[config.mk]
export PLATFORM = sky130hd
export DESIGN_NAME = bram_port_master_flat
export DESIGN_NICKNAME = d
export VERILOG_FILES = /design/src/rtl/bram_port_master_if.sv /design/src/rtl/bram_port_master.sv /design/src/flat_wrapper.sv
export SDC_FILE = /design/constraint.sdc
export NUM_CORES = 1
export LEC_CHECK = 0
export CAP_MARGIN = 20
export CELL_PAD_IN_SITES_DETAIL_PLACEMENT = 0
export CELL_PAD_IN_SITES_GLOBAL_PLACEMENT = 1
export CORE_ASPECT_RATIO = 1.1
export CORE_UTILIZATION = 35
export DETAILED_ROUTE_END_ITERATION = 6
export DONT_BUFFER_PORTS = 1
export PLACE_DENSITY = 0.58
export SKIP_CTS_REPAIR_TIMING = 1
export SLEW_MARGIN = 20
export SYNTH_ARGS = -nofsm -noshare
export SYNTH_HDL_FRONTEND = slang
export SYNTH_SLANG_ARGS = --single-unit
[constraint.sdc]
create_clock -name Clk -period 2.9 [get_ports Clk]
set_input_delay 0.435 -clock Clk [delete_from_list [all_inputs] [get_ports Clk]]
set_output_delay 0.435 -clock Clk [all_outputs]
set_load 0.05 [all_outputs]
[src/rtl/bram_port_master_if.sv]
// Request/write/read channels plus BRAM port B pins.
// master = initiator view, slave = agent + BRAM view.
interface bram_port_master_if #(
  parameter int unsigned C_PORT_DWIDTH = 32,
  parameter int unsigned C_PORT_AWIDTH = 32,
  parameter int unsigned C_NUM_WE      = 4,
  parameter int unsigned C_LEN_W       = 4
);
  logic                     Req_Valid;
  logic                     Req_Ready;
  logic                     Req_Write;
  logic [0:C_PORT_AWIDTH-1] Req_Addr;
  logic [0:C_LEN_W-1]       Req_Len;
  logic [0:C_NUM_WE-1]      Req_BE;
  logic                     Wr_Valid;
  logic                     Wr_Ready;
  logic [0:C_PORT_DWIDTH-1] Wr_Data;
  logic                     Rd_Valid;
  logic                     Rd_Ready;
  logic [0:C_PORT_DWIDTH-1] Rd_Data;
  logic                     Rd_Last;
  logic                     Addr_Err;
  logic                     BRAM_Clk;
  logic                     BRAM_Rst;
  logic                     BRAM_EN;
  logic [0:C_NUM_WE-1]      BRAM_WEN;
  logic [0:C_PORT_AWIDTH-1] BRAM_Addr;
  logic [0:C_PORT_DWIDTH-1] BRAM_Dout;
  logic [0:C_PORT_DWIDTH-1] BRAM_Din;

  modport master (
    input  Req_Valid, Req_Write, Req_Addr,
    input  Req_Len, Req_BE,
    input  Wr_Valid, Wr_Data, Rd_Ready,
    input  BRAM_Din,
    output Req_Ready, Wr_Ready,
    output Rd_Valid, Rd_Data, Rd_Last,
    output Addr_Err,
    output BRAM_Clk, BRAM_Rst, BRAM_EN,
    output BRAM_WEN, BRAM_Addr, BRAM_Dout
  );

  modport slave (
    output Req_Valid, Req_Write, Req_Addr,
    output Req_Len, Req_BE,
    output Wr_Valid, Wr_Data, Rd_Ready,
    output BRAM_Din,
    input  Req_Ready, Wr_Ready,
    input  Rd_Valid, Rd_Data, Rd_Last,
    input  Addr_Err,
    input  BRAM_Clk, BRAM_Rst, BRAM_EN,
    input  BRAM_WEN, BRAM_Addr, BRAM_Dout
  );
endinterface

[src/rtl/bram_port_master.sv]
// Burst initiator for one MicroBlaze LMB BRAM port.
// Ports: Clk, Rst_N (async low), bus (master modport).
module bram_port_master #(
  parameter int unsigned C_MEMSIZE     = 'h4000,
  parameter int unsigned C_PORT_DWIDTH = 32,
  parameter int unsigned C_PORT_AWIDTH = 32,
  parameter int unsigned C_NUM_WE      = 4,
  parameter int unsigned C_LEN_W       = 4
) (
  input  logic Clk,
  input  logic Rst_N,
  bram_port_master_if.master bus
);

  localparam int unsigned AW = C_PORT_AWIDTH;
  localparam int unsigned DW = C_PORT_DWIDTH;
  localparam int unsigned NW = C_NUM_WE;
  localparam int unsigned LW = C_LEN_W + 1;

  localparam logic [AW-1:0] MEMSZ = AW'(C_MEMSIZE);
  localparam logic [AW-1:0] STEP  = AW'(4);
  localparam logic [AW-1:0] OMASK =
    (MEMSZ - AW'(1)) & ~AW'(3);
  localparam logic [LW-1:0] ONE   = LW'(1);

  typedef enum logic [1:0] {
    IDLE, WR_BURST, RD_BURST, RD_DRAIN
  } state_t;

  state_t        state_q, state_d;
  logic          rdy_en_q;
  logic [AW-1:0] off_q;
  logic [LW-1:0] left_q;
  logic [NW-1:0] be_q;
  logic          err_q;
  logic          infl_q;
  logic          infl_last_q;

  logic [DW-1:0] fd_q [2];
  logic          fl_q [2];
  logic          wp_q, rp_q;
  logic [1:0]    cnt_q;

  logic          req_ready;
  logic          req_fire;
  logic          wr_beat;
  logic          rd_issue;
  logic          last_beat;
  logic          pop;
  logic          push;
  logic [2:0]    occ;

  assign req_ready = (state_q == IDLE) & rdy_en_q;
  assign req_fire  = bus.Req_Valid & req_ready;
  assign wr_beat   = (state_q == WR_BURST)
                   & bus.Wr_Valid;
  assign last_beat = (left_q == ONE);
  assign pop       = (cnt_q != 2'd0) & bus.Rd_Ready;
  assign push      = infl_q;

  // Issue only if the beat is sure to find a FIFO
  // slot: queued + in-flight, less this cycle's pop.
  assign occ      = {1'b0, cnt_q} + {2'b0, infl_q};
  assign rd_issue = (state_q == RD_BURST)
                  & (occ < (3'd2 + {2'b0, pop}));

  always_ff @(posedge Clk or negedge Rst_N) begin
    if (!Rst_N) state_q <= IDLE;
    else        state_q <= state_d;
  end

  always_comb begin
    state_d = state_q;
    unique case (state_q)
      IDLE: begin
        if (req_fire)
          state_d = bus.Req_Write ? WR_BURST
                                  : RD_BURST;
      end
      WR_BURST: begin
        if (wr_beat && last_beat) state_d = IDLE;
      end
      RD_BURST: begin
        if (rd_issue && last_beat) state_d = RD_DRAIN;
      end
      RD_DRAIN: begin
        if (cnt_q == 2'd0 && !infl_q) state_d = IDLE;
      end
      default: state_d = IDLE;
    endcase
  end

  always_comb begin
    bus.Req_Ready = req_ready;
    bus.Wr_Ready  = (state_q == WR_BURST);
    bus.BRAM_EN   = wr_beat | rd_issue;
    bus.BRAM_WEN  = wr_beat ? be_q : '0;
    bus.BRAM_Addr = off_q;
    bus.BRAM_Dout = wr_beat ? bus.Wr_Data : '0;
    bus.Rd_Valid  = (cnt_q != 2'd0);
    bus.Rd_Data   = fd_q[rp_q];
    bus.Rd_Last   = fl_q[rp_q] & (cnt_q != 2'd0);
    bus.Addr_Err  = err_q;
  end

  assign bus.BRAM_Clk = Clk;
  assign bus.BRAM_Rst = ~Rst_N;

  always_ff @(posedge Clk or negedge Rst_N) begin
    if (!Rst_N) begin
      rdy_en_q    <= 1'b0;
      off_q       <= '0;
      left_q      <= '0;
      be_q        <= '0;
      err_q       <= 1'b0;
      infl_q      <= 1'b0;
      infl_last_q <= 1'b0;
    end else begin
      rdy_en_q    <= 1'b1;
      err_q       <= req_fire
                   & (bus.Req_Addr >= MEMSZ);
      infl_q      <= rd_issue;
      infl_last_q <= rd_issue & last_beat;
      if (req_fire) begin
        off_q  <= bus.Req_Addr & OMASK;
        left_q <= {1'b0, bus.Req_Len} + ONE;
        be_q   <= bus.Req_BE;
      end else if (wr_beat || rd_issue) begin
        off_q  <= (off_q + STEP) & OMASK;
        left_q <= left_q - ONE;
      end
    end
  end

  // Din belongs to the beat issued last cycle.
  always_ff @(posedge Clk or negedge Rst_N) begin
    if (!Rst_N) begin
      for (int i = 0; i < 2; i++) begin
        fd_q[i] <= '0;
        fl_q[i] <= 1'b0;
      end
      wp_q  <= 1'b0;
      rp_q  <= 1'b0;
      cnt_q <= 2'd0;
    end else begin
      if (push) begin
        fd_q[wp_q] <= bus.BRAM_Din;
        fl_q[wp_q] <= infl_last_q;
        wp_q       <= ~wp_q;
      end
      if (pop) rp_q <= ~rp_q;
      unique case ({push, pop})
        2'b10:   cnt_q <= cnt_q + 2'd1;
        2'b01:   cnt_q <= cnt_q - 2'd1;
        default: cnt_q <= cnt_q;
      endcase
    end
  end

endmodule

[src/flat_wrapper.sv]
// flat-port wrapper written by rule: the top's interface ports become plain ports
module bram_port_master_flat 
#(
  parameter int unsigned C_MEMSIZE     = 'h4000,
  parameter int unsigned C_PORT_DWIDTH = 32,
  parameter int unsigned C_PORT_AWIDTH = 32,
  parameter int unsigned C_NUM_WE      = 4,
  parameter int unsigned C_LEN_W       = 4
)
  (Clk, Rst_N, bus_Req_Valid, bus_Req_Write, bus_Req_Addr, bus_Req_Len, bus_Req_BE, bus_Wr_Valid, bus_Wr_Data, bus_Rd_Ready, bus_BRAM_Din, bus_Req_Ready, bus_Wr_Ready, bus_Rd_Valid, bus_Rd_Data, bus_Rd_Last, bus_Addr_Err, bus_BRAM_Clk, bus_BRAM_Rst, bus_BRAM_EN, bus_BRAM_WEN, bus_BRAM_Addr, bus_BRAM_Dout);
  bram_port_master_if #(.C_PORT_DWIDTH(C_PORT_DWIDTH), .C_PORT_AWIDTH(C_PORT_AWIDTH), .C_NUM_WE(C_NUM_WE), .C_LEN_W(C_LEN_W)) bus_i ();
  input  logic Clk;
  input  logic Rst_N;
  input wire logic [$bits(bus_i.Req_Valid)-1:0] bus_Req_Valid;
  input wire logic [$bits(bus_i.Req_Write)-1:0] bus_Req_Write;
  input wire logic [$bits(bus_i.Req_Addr)-1:0] bus_Req_Addr;
  input wire logic [$bits(bus_i.Req_Len)-1:0] bus_Req_Len;
  input wire logic [$bits(bus_i.Req_BE)-1:0] bus_Req_BE;
  input wire logic [$bits(bus_i.Wr_Valid)-1:0] bus_Wr_Valid;
  input wire logic [$bits(bus_i.Wr_Data)-1:0] bus_Wr_Data;
  input wire logic [$bits(bus_i.Rd_Ready)-1:0] bus_Rd_Ready;
  input wire logic [$bits(bus_i.BRAM_Din)-1:0] bus_BRAM_Din;
  output wire logic [$bits(bus_i.Req_Ready)-1:0] bus_Req_Ready;
  output wire logic [$bits(bus_i.Wr_Ready)-1:0] bus_Wr_Ready;
  output wire logic [$bits(bus_i.Rd_Valid)-1:0] bus_Rd_Valid;
  output wire logic [$bits(bus_i.Rd_Data)-1:0] bus_Rd_Data;
  output wire logic [$bits(bus_i.Rd_Last)-1:0] bus_Rd_Last;
  output wire logic [$bits(bus_i.Addr_Err)-1:0] bus_Addr_Err;
  output wire logic [$bits(bus_i.BRAM_Clk)-1:0] bus_BRAM_Clk;
  output wire logic [$bits(bus_i.BRAM_Rst)-1:0] bus_BRAM_Rst;
  output wire logic [$bits(bus_i.BRAM_EN)-1:0] bus_BRAM_EN;
  output wire logic [$bits(bus_i.BRAM_WEN)-1:0] bus_BRAM_WEN;
  output wire logic [$bits(bus_i.BRAM_Addr)-1:0] bus_BRAM_Addr;
  output wire logic [$bits(bus_i.BRAM_Dout)-1:0] bus_BRAM_Dout;
  assign bus_i.Req_Valid = bus_Req_Valid;
  assign bus_i.Req_Write = bus_Req_Write;
  assign bus_i.Req_Addr = bus_Req_Addr;
  assign bus_i.Req_Len = bus_Req_Len;
  assign bus_i.Req_BE = bus_Req_BE;
  assign bus_i.Wr_Valid = bus_Wr_Valid;
  assign bus_i.Wr_Data = bus_Wr_Data;
  assign bus_i.Rd_Ready = bus_Rd_Ready;
  assign bus_i.BRAM_Din = bus_BRAM_Din;
  assign bus_Req_Ready = bus_i.Req_Ready;
  assign bus_Wr_Ready = bus_i.Wr_Ready;
  assign bus_Rd_Valid = bus_i.Rd_Valid;
  assign bus_Rd_Data = bus_i.Rd_Data;
  assign bus_Rd_Last = bus_i.Rd_Last;
  assign bus_Addr_Err = bus_i.Addr_Err;
  assign bus_BRAM_Clk = bus_i.BRAM_Clk;
  assign bus_BRAM_Rst = bus_i.BRAM_Rst;
  assign bus_BRAM_EN = bus_i.BRAM_EN;
  assign bus_BRAM_WEN = bus_i.BRAM_WEN;
  assign bus_BRAM_Addr = bus_i.BRAM_Addr;
  assign bus_BRAM_Dout = bus_i.BRAM_Dout;
  bram_port_master #(.C_MEMSIZE(C_MEMSIZE), .C_PORT_DWIDTH(C_PORT_DWIDTH), .C_PORT_AWIDTH(C_PORT_AWIDTH), .C_NUM_WE(C_NUM_WE), .C_LEN_W(C_LEN_W)) u_core (.Clk(Clk), .Rst_N(Rst_N), .bus(bus_i));
endmodule
# Yosys cells after proc, flatten, opt, wreduce, memory -nomap -nowiden

Cells that the tools add are included.

Register bits: 117
Output and inout port bits: 108
Logic and storage cells: 88

Add/sub/neg operators: 7
Order comparisons: 5
Equality and inequality tests: 10
Mux-type cells: 25
Bitwise operators: 14
Reduce and logical (&&, ||, !) cells: 12

Operators by type and width:

| cell                                                                     | number |
|---|---|
| 32-bit 2-to-1 mux                                                        | 7 |
| 64-bit bitwise mux                                                       | 1 |
| 32-bit demux with 1-bit select                                           | 1 |
| 32-bit by 15-bit >= comparator with 1-bit output (second input constant) | 1 |
| 14-bit by 3-bit adder with 14-bit output (second input constant)         | 1 |
| 2-bit 2-to-1 mux                                                         | 5 |
| 5-bit 2-to-1 mux                                                         | 2 |
| 1-bit AND                                                                | 8 |
| 2-bit one-hot mux with 4 select lines                                    | 1 |
| 2-bit equality test (second input constant)                              | 3 |
| 2-bit by 1-bit inequality test with 1-bit output (second input constant) | 3 |
| 2-bit nonzero test                                                       | 3 |
| 4-bit by 1-bit adder with 5-bit output (second input constant)           | 1 |
| 5-bit by 1-bit equality test with 1-bit output (second input constant)   | 1 |
| 5-bit by 1-bit subtractor with 5-bit output (second input constant)      | 1 |
| 2-bit by 1-bit equality test with 1-bit output (second input constant)   | 2 |
| 2-bit >= comparator (second input constant)                              | 2 |
| 1-bit logical AND                                                        | 4 |
| 2-bit zero test                                                          | 2 |
| 1-bit 2-to-1 mux                                                         | 4 |
| 4-bit 2-to-1 mux                                                         | 1 |
| 1-bit NOT with 2-bit output                                              | 2 |
| 2-bit one-hot mux with 2 select lines                                    | 1 |
| 4-bit AND reduction                                                      | 1 |
| 13 further kinds                                                         | 15 |

# Longest topological paths before layout

Gate-level depths: netlist (run 1).

Word-level depth: 8
Depth in mapped cells: 8
Gate-level depth less buffers: 8

==> results.yml, run 1 <==
power_and_ir_drop:
  p_leak_uw: 0.002384
  p_sw_uw: 3775
  p_comb_share_pct: 50.8
  seqPwrFrac_pct: 32.6
  p_clk_share_pct: 16.6
  power_density_mw_per_mm2: 1418
  switching_share_pct: 48.69
  vdd_drop_max_mv: 0.5854
  internal_power_uw: 3979
final_layout:
  diodes: 0
  drive_gt1_share_pct: 31.86
  area_delta_synth_final_pct: 11.03
  nNetsFinal: 542
worst_setup_path:
  worstSetupPathType: "register to output port"
  critPathBufInv: 2
  cp-end-kind: "output port"
  worstPathMaxFanout: 10
  cp-start-kind: "register"
  crit_path_top_delay_cell: "dfrtp_1"
  cp_top_family: "flip-flops"
  cp_cell_sequence: "ha_1 -> ha_1 -> nand2b_1 -> nor2_1 -> a21oi_2 -> inv_2 -> buf_4"
  cp.arrival_ps: 2100
  crit_top_cell: "ha_1"
  cp.required_ps: 2470
  slowest_delay_ps: 460
timing:
  fin_crit_ps: 2539
  fin_skew_ps: 9.440
  slew_violations: 0
  setup_viol: 0
  hold_violations: 0
  whs_ps: 24.81
  finalCritPeriodShare_pct: 87.56
  rsz0062_at_grt: "false"
  worst_slew_pin_slew_ps: 778.1
  setup_tns_ps: 0
  slew_headroom_pct: 48.12
  fmax_mhz: 393.8
floorplan:
  die_w_um: 115.1
  dieArea_mm2: 0.01455
  coreArea_mm2: 0.01379
  ios: 218
  die_h_um: 126.4
  rows: 45
  start_util_pct: 35.70
synth:
  netlist_top_cells_count: "mux2_2, dfrtp_1, and2_1"
  ys_warn_count: 0
  synth_enable_flop_cells: 0
  synthFlopType: "dfrtp_1"
  ys_types: 47
  yosysSeqAreaShare_pct: 49.29
  synth_top_area_share_pct: 49.29
  synth_area_leader_cell: "dfrtp_1"
  synthCells: 420
  ys_ff_latch: 97
  syn_avg_cell_area_um2: 11.73
  syn-cell-area_mm2: 0.004925
  synth_most_common_cell: "mux2_2"
  ys_async_sr_fraction_pct: 100.0
  synthTopCellsByArea: "dfrtp_1, mux2_2, and2_1"
route:
  drt_iter0_drc: 99
  detail_route.wl_per_cell_um: 17.79
  routed_wl_mm: 10.99
  first_pass_iters: 4
  antenna_left: 0
  vias: 3095
  drc_errors: 0
  avgViaCountPerCell: 5.008
place:
  dp_hpwl_mm: 7.372
  port_buffers: 0
  place.gp.congestion: 0.7112
global_route:
  grt_pass1_wl_mm: 16.75
  grt_use_total_pct: 15.12
  antenna_found_initial: 0
  grt_max_degree: 99
  grt-ovfl-total: 0
  grt_pass1_vias: 3306
clock_tree:
  clkSinkCount: 97
  cts_tree: "built"
  ctsHtreeMaxLevel: 3
  insertion_delay_ps: 340
  clockBufferDepth: 2
  cts-root-buf: "clkbuf_16"
  clk_pin_slew_ps: 70
  cts_buffers: 9
flow_run:
  cap_violations: 0
worst_hold_path:
  hp-class: "primary input to asynchronous set/reset pin"
outcome:
  status: "finished clean"
[final timing paths]
| check | slack, ps | endpoint | startpoint | cells after the start |
|---|---|---|---|---|
| worst max-delay path | 360 | bus_BRAM_EN | u_core.cnt_q[0] | 7 |
| worst min-delay path | 20 | u_core.fd_q[24] | Rst_N | 1 |
| worst max register to register | 580 | u_core.bus.BRAM_Addr[18] | u_core.cnt_q[0] | 7 |
| worst min register to register | 470 | u_core.be_q[3] | u_core.be_q[3] | 2 |
| max in group asynchronous | 2500 | u_core.fd_q[50] | Rst_N | 1 |
| min in group Clk | 190 | u_core.left_q[0] | bus_Req_Len[0] | 1 |
[cells in the final DEF (no fill, tap or decap), types with 3 or more instances in the layout]
master     synthesis  layout
xnor2_1            6       6
clkbuf_16          0       9
ha_1               7       7
buf_4             21      13
mux2_2            99      99
nor4_1             7       7
and3_1             3       3
inv_1             12      12
and2_1            38      38
xor2_1             3       3
nand2_1           21      21
nand3_1            9       9
nor2_1            17      16
conb_1             2      21
a21o_1             4       4
o21ai_0            4       4
dfrtp_1           97      97
a21oi_1            8       8
nor3_1             5       5
a221o_1            7       7
o21bai_1           3       3
[cell type report]
type / instances / area [um^2]
fillers: 1343 / 8327
inverters: 13 / 48.80
clock buffers: 11 / 242.7
flip-flops and latches: 97 / 2427
well taps: 188 / 235.2
clock inverters: 5 / 78.83
repair buffers: 15 / 145.1
multi-input cells: 289 / 2290
[cell families (layout without fill, tap and decap cells)]
logic type / count (synthesis) / in the layout / synth area share, %
DFF: 97 / 97 / 49.29
AOI/OAI and AO/OA: 38 / 38 / 5.818
buffers and inverters: 53 / 44 / 5.818
and+or+nand+nor: 113 / 113 / 12.50
xor gates and xnor gates: 9 / 9 / 1.601
other: 2 / 21 / 0.1525
adders and majority gates: 7 / 7 / 1.778
muxes: 101 / 101 / 23.04
[through the flow]
stage	instances	setup WS (ps)	utilization, %	power, uW	instance area, um^2
floorplan	439	647.5	-	6045	4996
global placement	601	619.7	37.11	6417	5119
detailed placement	601	578.7	37.11	6503	5119
CTS	617	334.7	39.44	7821	5440
global route	618	209.7	39.64	8173	5468
finish	618	360.8	39.64	7754	5468
[metal layers]
layer	vias up	GRT usage [%]	wire, um
li1	1438	-	-
met1	1525	16.56	4352
met2	117	26.65	5695
met3	15	3.727	679
met4	0	8.174	266
met5	-	0	0
[power groups by stage]
stage          sequential (uW)  combinational [uW]  clock [uW]
2_1_floorplan             2550                3420        74.3
3_3_place_gp              2520                3900           0
3_5_place_dp              2550                3950           0
4_1_cts                   2530                3960        1330
5_1_grt                   2620                4160        1390
6_report                  2530                3940        1290
[registers in the layout, summed over array words and instances (netlist names)]
name / count
u_core.infl_q: 1
u_core.left_q: 5
u_core.state_q: 2
u_core.wp_q: 1
u_core.fl_q: 2
u_core.cnt_q: 2
u_core.bus.BRAM_Addr: 12
u_core.rp_q: 1
u_core.fd_q: 64
u_core.infl_last_q: 1
u_core.bus.Addr_Err: 1
u_core.rdy_en_q: 1
u_core.be_q: 4
Note: power is estimated with default switching activity, not from simulation.
==> run 2, diff against run 1 <==
--- a/config.mk
+++ b/config.mk
@@ -5,6 +5,7 @@
 export SDC_FILE = /design/constraint.sdc
 export NUM_CORES = 1
 export LEC_CHECK = 0
+export ABC_AREA = 1
 export CAP_MARGIN = 20
 export CELL_PAD_IN_SITES_DETAIL_PLACEMENT = 0
 export CELL_PAD_IN_SITES_GLOBAL_PLACEMENT = 1
@@ -12,7 +13,7 @@
 export CORE_UTILIZATION = 35
 export DETAILED_ROUTE_END_ITERATION = 6
 export DONT_BUFFER_PORTS = 1
-export PLACE_DENSITY = 0.58
+export PLACE_DENSITY = 0.63
 export SKIP_CTS_REPAIR_TIMING = 1
 export SLEW_MARGIN = 20
 export SYNTH_ARGS = -nofsm -noshare
==> constraint.sdc (replaced) <==
create_clock -name Clk -period 2.4 [get_ports Clk]
set_input_delay 0.36 -clock Clk [delete_from_list [all_inputs] [get_ports Clk]]
set_output_delay 0.36 -clock Clk [all_outputs]
set_load 0.05 [all_outputs]
==> run 2 against run 1 <==
  * The flow now finishes with violations (hold timing)
  * Sequential power grew 19%
  * Clock-buffer cell count unchanged
  * Routed wire length up 17%
  * Design area grew 14%
  * Power up 34%
  * Register-to-register slack worse by 50 ps
  * Clock skew shrank 4.1 ps
  * Critical path depth is 2 lower
  * Die area increased by 7.1%
  * Final cell count rose by 59%
  * Synthesized cell count grew 73%
  * Critical endpoint unchanged
  * Largest power group unchanged
==> results.yml, run 2 <==
final_layout:
  diodes: 0
  regMostFlops: "u_core.fd_q"
  largest_reg_flops: 64
  drive_gt1_share_pct: 14.63
  fin_cells: 985
  area_delta_synth_final_pct: 18.43
  nNetsFinal: 906
  layout_commonest_cell: "nand2_1"
  final_cell_mix: "nand2_1, inv_1, dfrtp_1"
power_and_ir_drop:
  vdd_drop_max_mv: 0.5991
  power_density_mw_per_mm2: 1657
  p_leak_uw: 0.003510
timing:
  worst_slew_pin_slew_ps: 634.0
  slew_headroom_pct: 57.73
  rsz0062_at_grt: "false"
  setup_viol: 0
  slew_violations: 0
  finalCritPeriodShare_pct: 90.51
  fin_crit_ps: 2172
  hold_violations: 97
  fmax_mhz: 460.3
  fin_skew_ps: 5.339
  setup_tns_ps: 0
  whs_ps: -295.1
synth:
  yosysSeqAreaShare_pct: 45.96
  netlist_top_cells_count: "nand2_1, inv_1, dfrtp_1"
  ys_ff_latch: 97
  synth_enable_flop_cells: 0
  ys_async_sr_fraction_pct: 100.0
  syn-cell-area_mm2: 0.005281
  ys_warn_count: 0
  synth_area_leader_cell: "dfrtp_1"
  synthFlopType: "dfrtp_1"
  synthTopCellsByArea: "dfrtp_1, nand2_1, o21ai_0"
  synth_top_area_share_pct: 45.96
  synthCells: 726
  ys_types: 28
  synth_most_common_cell: "nand2_1"
  syn_avg_cell_area_um2: 7.275
global_route:
  antenna_found_initial: 0
  grt_use_total_pct: 16.50
  grt_pass1_wl_mm: 20.33
  grt_max_degree: 99
  grt-ovfl-total: 0
  grt_pass1_vias: 4245
worst_setup_path:
  cp-start-kind: "register"
  cp-end-kind: "output port"
  cp.arrival_ps: 1810
  worstPathMaxFanout: 9
  r2r_start: "u_core.cnt_q[0]"
  worstSetupPathType: "register to output port"
  cp.required_ps: 2040
  crit_start: "u_core.cnt_q[0]"
route:
  drt_iter0_drc: 227
  first_pass_iters: 4
  drc_errors: 0
  vias: 4639
  antenna_left: 0
  routed_wl_mm: 12.87
  detail_route.wl_per_cell_um: 13.06
  avgViaCountPerCell: 4.710
place:
  place_inst: 970
  dp_hpwl_mm: 8.861
  port_buffers: 0
  place.gp.congestion: 0.7710
floorplan:
  coreArea_mm2: 0.01456
  start_util_pct: 36.27
  rows: 46
  dieArea_mm2: 0.01559
  die_h_um: 130.8
  die_w_um: 119.1
  ios: 218
worst_hold_path:
  hp-class: "primary input to asynchronous set/reset pin"
clock_tree:
  clockBufferDepth: 2
  clk_pin_slew_ps: 70
  ctsHtreeMaxLevel: 3
  clkSinkCount: 97
  cts-root-buf: "clkbuf_16"
  cts_buffers: 9
  insertion_delay_ps: 350
  cts_tree: "built"
flow_run:
  cap_violations: 0
outcome:
  violations: "hold timing"
  status: "complete, but fails checks"
## run 2: changes by cell type in the layout (fill, tap and decap cells not counted), sizes merged, moves of 7 or more
cell / before / now
a221o: 7 / 0
and2: 38 / 0
buf: 15 / 87
inv: 13 / 101
mux2: 99 / 0
nand2: 21 / 255
nand3: 9 / 25
nand4: 2 / 22
nor2: 17 / 63
nor4: 7 / 0
o21ai: 5 / 81
## run 2: power breakdown
group	leakage [uW]	internal [uW]	total (uW)	switching, uW
Clock	0.000138	833	1460	626
Sequential	0.00119	2420	3010	585
Combinational	0.00218	1710	5890	4190
## run 2: routing by layer
metal	vias up	track usage, %	share of wire (%)	wire length (um)
met1	2181	19.72	42	5406
met3	12	3.733	5.7	732
met4	0	6.031	1.4	184
met2	139	29.14	51	6542
met5	-	0	0	0
li1	2307	-	-	-
## run 2: cell families after synthesis
kind of cell	Yosys count	share of synthesized area (%)
AO/OA/AOI/OAI	85	8.173
XOR/XNOR	10	1.658
adder cells (fa/ha/maj)	7	1.658
buffers and inverters	156	13.46
flip-flops	97	45.96
other	2	0.1422
AND/OR/NAND/NOR	369	28.95
## run 2: area by class of cell
type,instances,area (um^2)
Sequential cell,97,2427
Clock buffer,11,242.7
Tap cell,192,240.2
Clock inverter,4,53.80
Timing Repair Buffer,87,690.7
Multi-Input combinational cell,492,2217
Inverter,102,382.9
Fill cell,1498,8307
## run 2: worst paths after layout
path                               endpoint  slack [ps]  cells after the start
max                             bus_BRAM_EN         230                      5
min                          u_core.fd_q[8]        -300                      0
max reg2reg                u_core.left_q[3]         530                      8
min reg2reg                 u_core.fd_q[48]         480                      2
max in group asynchronous  u_core.left_q[2]        2560                      0
min in group Clk             u_core.be_q[0]         140                      2
## run 2: critical path, cell delays in order (launching register included)
cell and delay [ps]:
dfrtp_1 430, ha_1 220, ha_1 190, nor3_2 180, nand2_1 190, nand2_4 260
## run 2: through the flow
step                utilization (%)  worst slack, ps  cell area [um^2]  total power [uW]  hold WS, ps
floorplan                         -            184.6              5353              7479        64.41
global placement              40.92            534.3              5958              8868        67.05
detailed placement            40.92            527.8              5958              8984        67.37
CTS                           42.95            191.2              6255             10480       -313.9
global route                  42.95            74.96              6255             11150       -316.8
finish                        42.95            227.7              6255             10360       -295.1
==> run 3, diff against run 2 <==
--- a/config.mk
+++ b/config.mk
@@ -13,7 +13,7 @@
 export CORE_UTILIZATION = 35
 export DETAILED_ROUTE_END_ITERATION = 6
 export DONT_BUFFER_PORTS = 1
-export PLACE_DENSITY = 0.63
+export PLACE_DENSITY_LB_ADDON = 0.3
 export SKIP_CTS_REPAIR_TIMING = 1
 export SLEW_MARGIN = 20
 export SYNTH_ARGS = -nofsm -noshare
==> constraint.sdc (replaced) <==
create_clock -name Clk -period 2.4 [get_ports Clk]
set_input_delay 0.36 -clock Clk [delete_from_list [all_inputs] [get_ports Clk]]
set_output_delay 0.36 -clock Clk [all_outputs]
set_load 0.1 [all_outputs]
==> run 3 against run 2 <==
  * Flip-flop and latch count unchanged
  * The flow still finishes with violations (hold timing)
  * Die area unchanged
  * Critical path type unchanged
  * Final cell count up 0.71%
  * Non-clock buffer count up 6
==> results.yml, run 3 (synthesized netlist as in run 2, its figures left out) <==
timing:
  setup_viol: 0
  rsz0062_at_grt: "false"
  fin_crit_ps: 2199
  whs_ps: -298.1
  slew_violations: 0
  finalCritPeriodShare_pct: 91.61
  fmax_mhz: 454.8
  hold_violations: 97
  slew_headroom_pct: 42.12
  fin_skew_ps: 5.778
  setup_tns_ps: 0
  worst_slew_pin_slew_ps: 868.7
worst_setup_path:
  crit_top_cell: "ha_1"
  cp_cell_sequence: "ha_1 -> ha_1 -> nor3_2 -> nand2_1 -> nand2_4"
  cp.arrival_ps: 1840
  worstPathMaxFanout: 9
  worstSetupPathType: "register to output port"
  crit_path_top_delay_cell: "dfrtp_1"
  r2r-end: "u_core.bus.BRAM_Addr[21]"
  cp-start-kind: "register"
  cp-end-kind: "output port"
  rrSetupSlack_ps: 490
  critPathBufInv: 0
  slowest_delay_ps: 440
  r2r_cells: 8
  cp_top_family: "simple AND/OR/NAND/NOR gates"
  cp.required_ps: 2040
  r2r_start: "u_core.cnt_q[0]"
floorplan:
  rows: 46
  die_w_um: 119.1
  die_h_um: 130.8
  coreArea_mm2: 0.01456
  dieArea_mm2: 0.01559
  start_util_pct: 36.27
  ios: 218
global_route:
  grt_pass1_wl_mm: 21.13
  grt_max_degree: 99
  grt-ovfl-total: 0
  grt_use_total_pct: 17.16
  grt_pass1_vias: 4468
  antenna_found_initial: 0
place:
  place.gp.congestion: 0.8027
  place_area_mm2: 0.007003
  port_buffers: 0
  dp_hpwl_mm: 9.545
route:
  detail_route.wl_per_cell_um: 13.20
  avgViaCountPerCell: 4.702
  vias: 4664
  antenna_left: 0
  routed_wl_mm: 13.09
  drt_iter0_drc: 252
  drc_errors: 0
  first_pass_iters: 5
final_layout:
  final_area_mm2: 0.007286
  fillers: 1411
  largest_reg_flops: 64
  drive_gt1_share_pct: 20.13
  diodes: 0
  postLayoutCoreUtil_pct: 50.03
  register_area_mm2: 0.002427
  final_cell_mix: "nand2_1, inv_1, dfrtp_1"
  multi_input_area_mm2: 0.002366
  nNetsFinal: 912
  area_delta_synth_final_pct: 37.95
  regMostFlops: "u_core.fd_q"
  layout_commonest_cell: "nand2_1"
outcome:
  status: "complete, but fails checks"
  violations: "hold timing"
flow_run:
  cap_violations: 0
clock_tree:
  clk_pin_slew_ps: 70
  ctsHtreeMaxLevel: 3
  cts_buffers: 9
  clockBufferDepth: 2
  insertion_delay_ps: 350
  clkSinkCount: 97
  cts-root-buf: "clkbuf_16"
  cts_tree: "built"
worst_hold_path:
  hp-class: "primary input to asynchronous set/reset pin"
[run 3: cell count changes in the layout (fill, tap and decap cells not counted), sizes merged]
| cell | before | now |
|---|---|---|
| bufinv | 1 | 0 |
| clkinv | 2 | 3 |
| clkinvlp | 2 | 4 |
| clkbuf | 11 | 10 |
| buf | 87 | 93 |
[run 3: cell type report]
cell class	instances	area share, %
clock buffer	10	3.280
clock inverter	6	0.6011
inverter	102	5.255
multi-input combinational	492	32.47
sequential	97	33.32
tap	192	3.297
timing repair buffer	93	21.78
[run 3: per-stage QoR]
| step | setup slack (ps) | cells |
|---|---|---|
| after CTS | 173.3 | 992 |
| after global routing | 109.9 | 992 |
| after floorplan | -292.3 | 745 |
| after global placement | 520.8 | 976 |
| after detailed placement | 478.1 | 976 |
| final | 201.4 | 992 |
[run 3: worst max path at each step]
stage               slack (ps)                        to  cells after the start               from
global route               110               bus_BRAM_EN                      5    u_core.cnt_q[0]
detailed placement         480  u_core.bus.BRAM_Addr[21]                      8    u_core.cnt_q[0]
floorplan                 -290          bus_BRAM_Dout[0]                      5  u_core.state_q[0]
CTS                        170               bus_BRAM_EN                      5    u_core.cnt_q[0]
global placement           520  u_core.bus.BRAM_Addr[29]                      8    u_core.cnt_q[0]
finish                     200               bus_BRAM_EN                      5    u_core.cnt_q[0]
[run 3: per-layer routing]
| metal | track usage [%] | vias up | part of all wire [%] |
|---|---|---|---|
| li1 | - | 2321 | - |
| met1 | 20.25 | 2184 | 41 |
| met2 | 29.21 | 143 | 51 |
| met3 | 5.078 | 16 | 6.8 |
| met4 | 7.372 | 0 | 1.9 |
| met5 | 0 | - | 0 |
Power of run 3 is left out: the tool's default activity adds up to more than one toggle a clock period on the data nets, which glitch-free logic cannot reach.
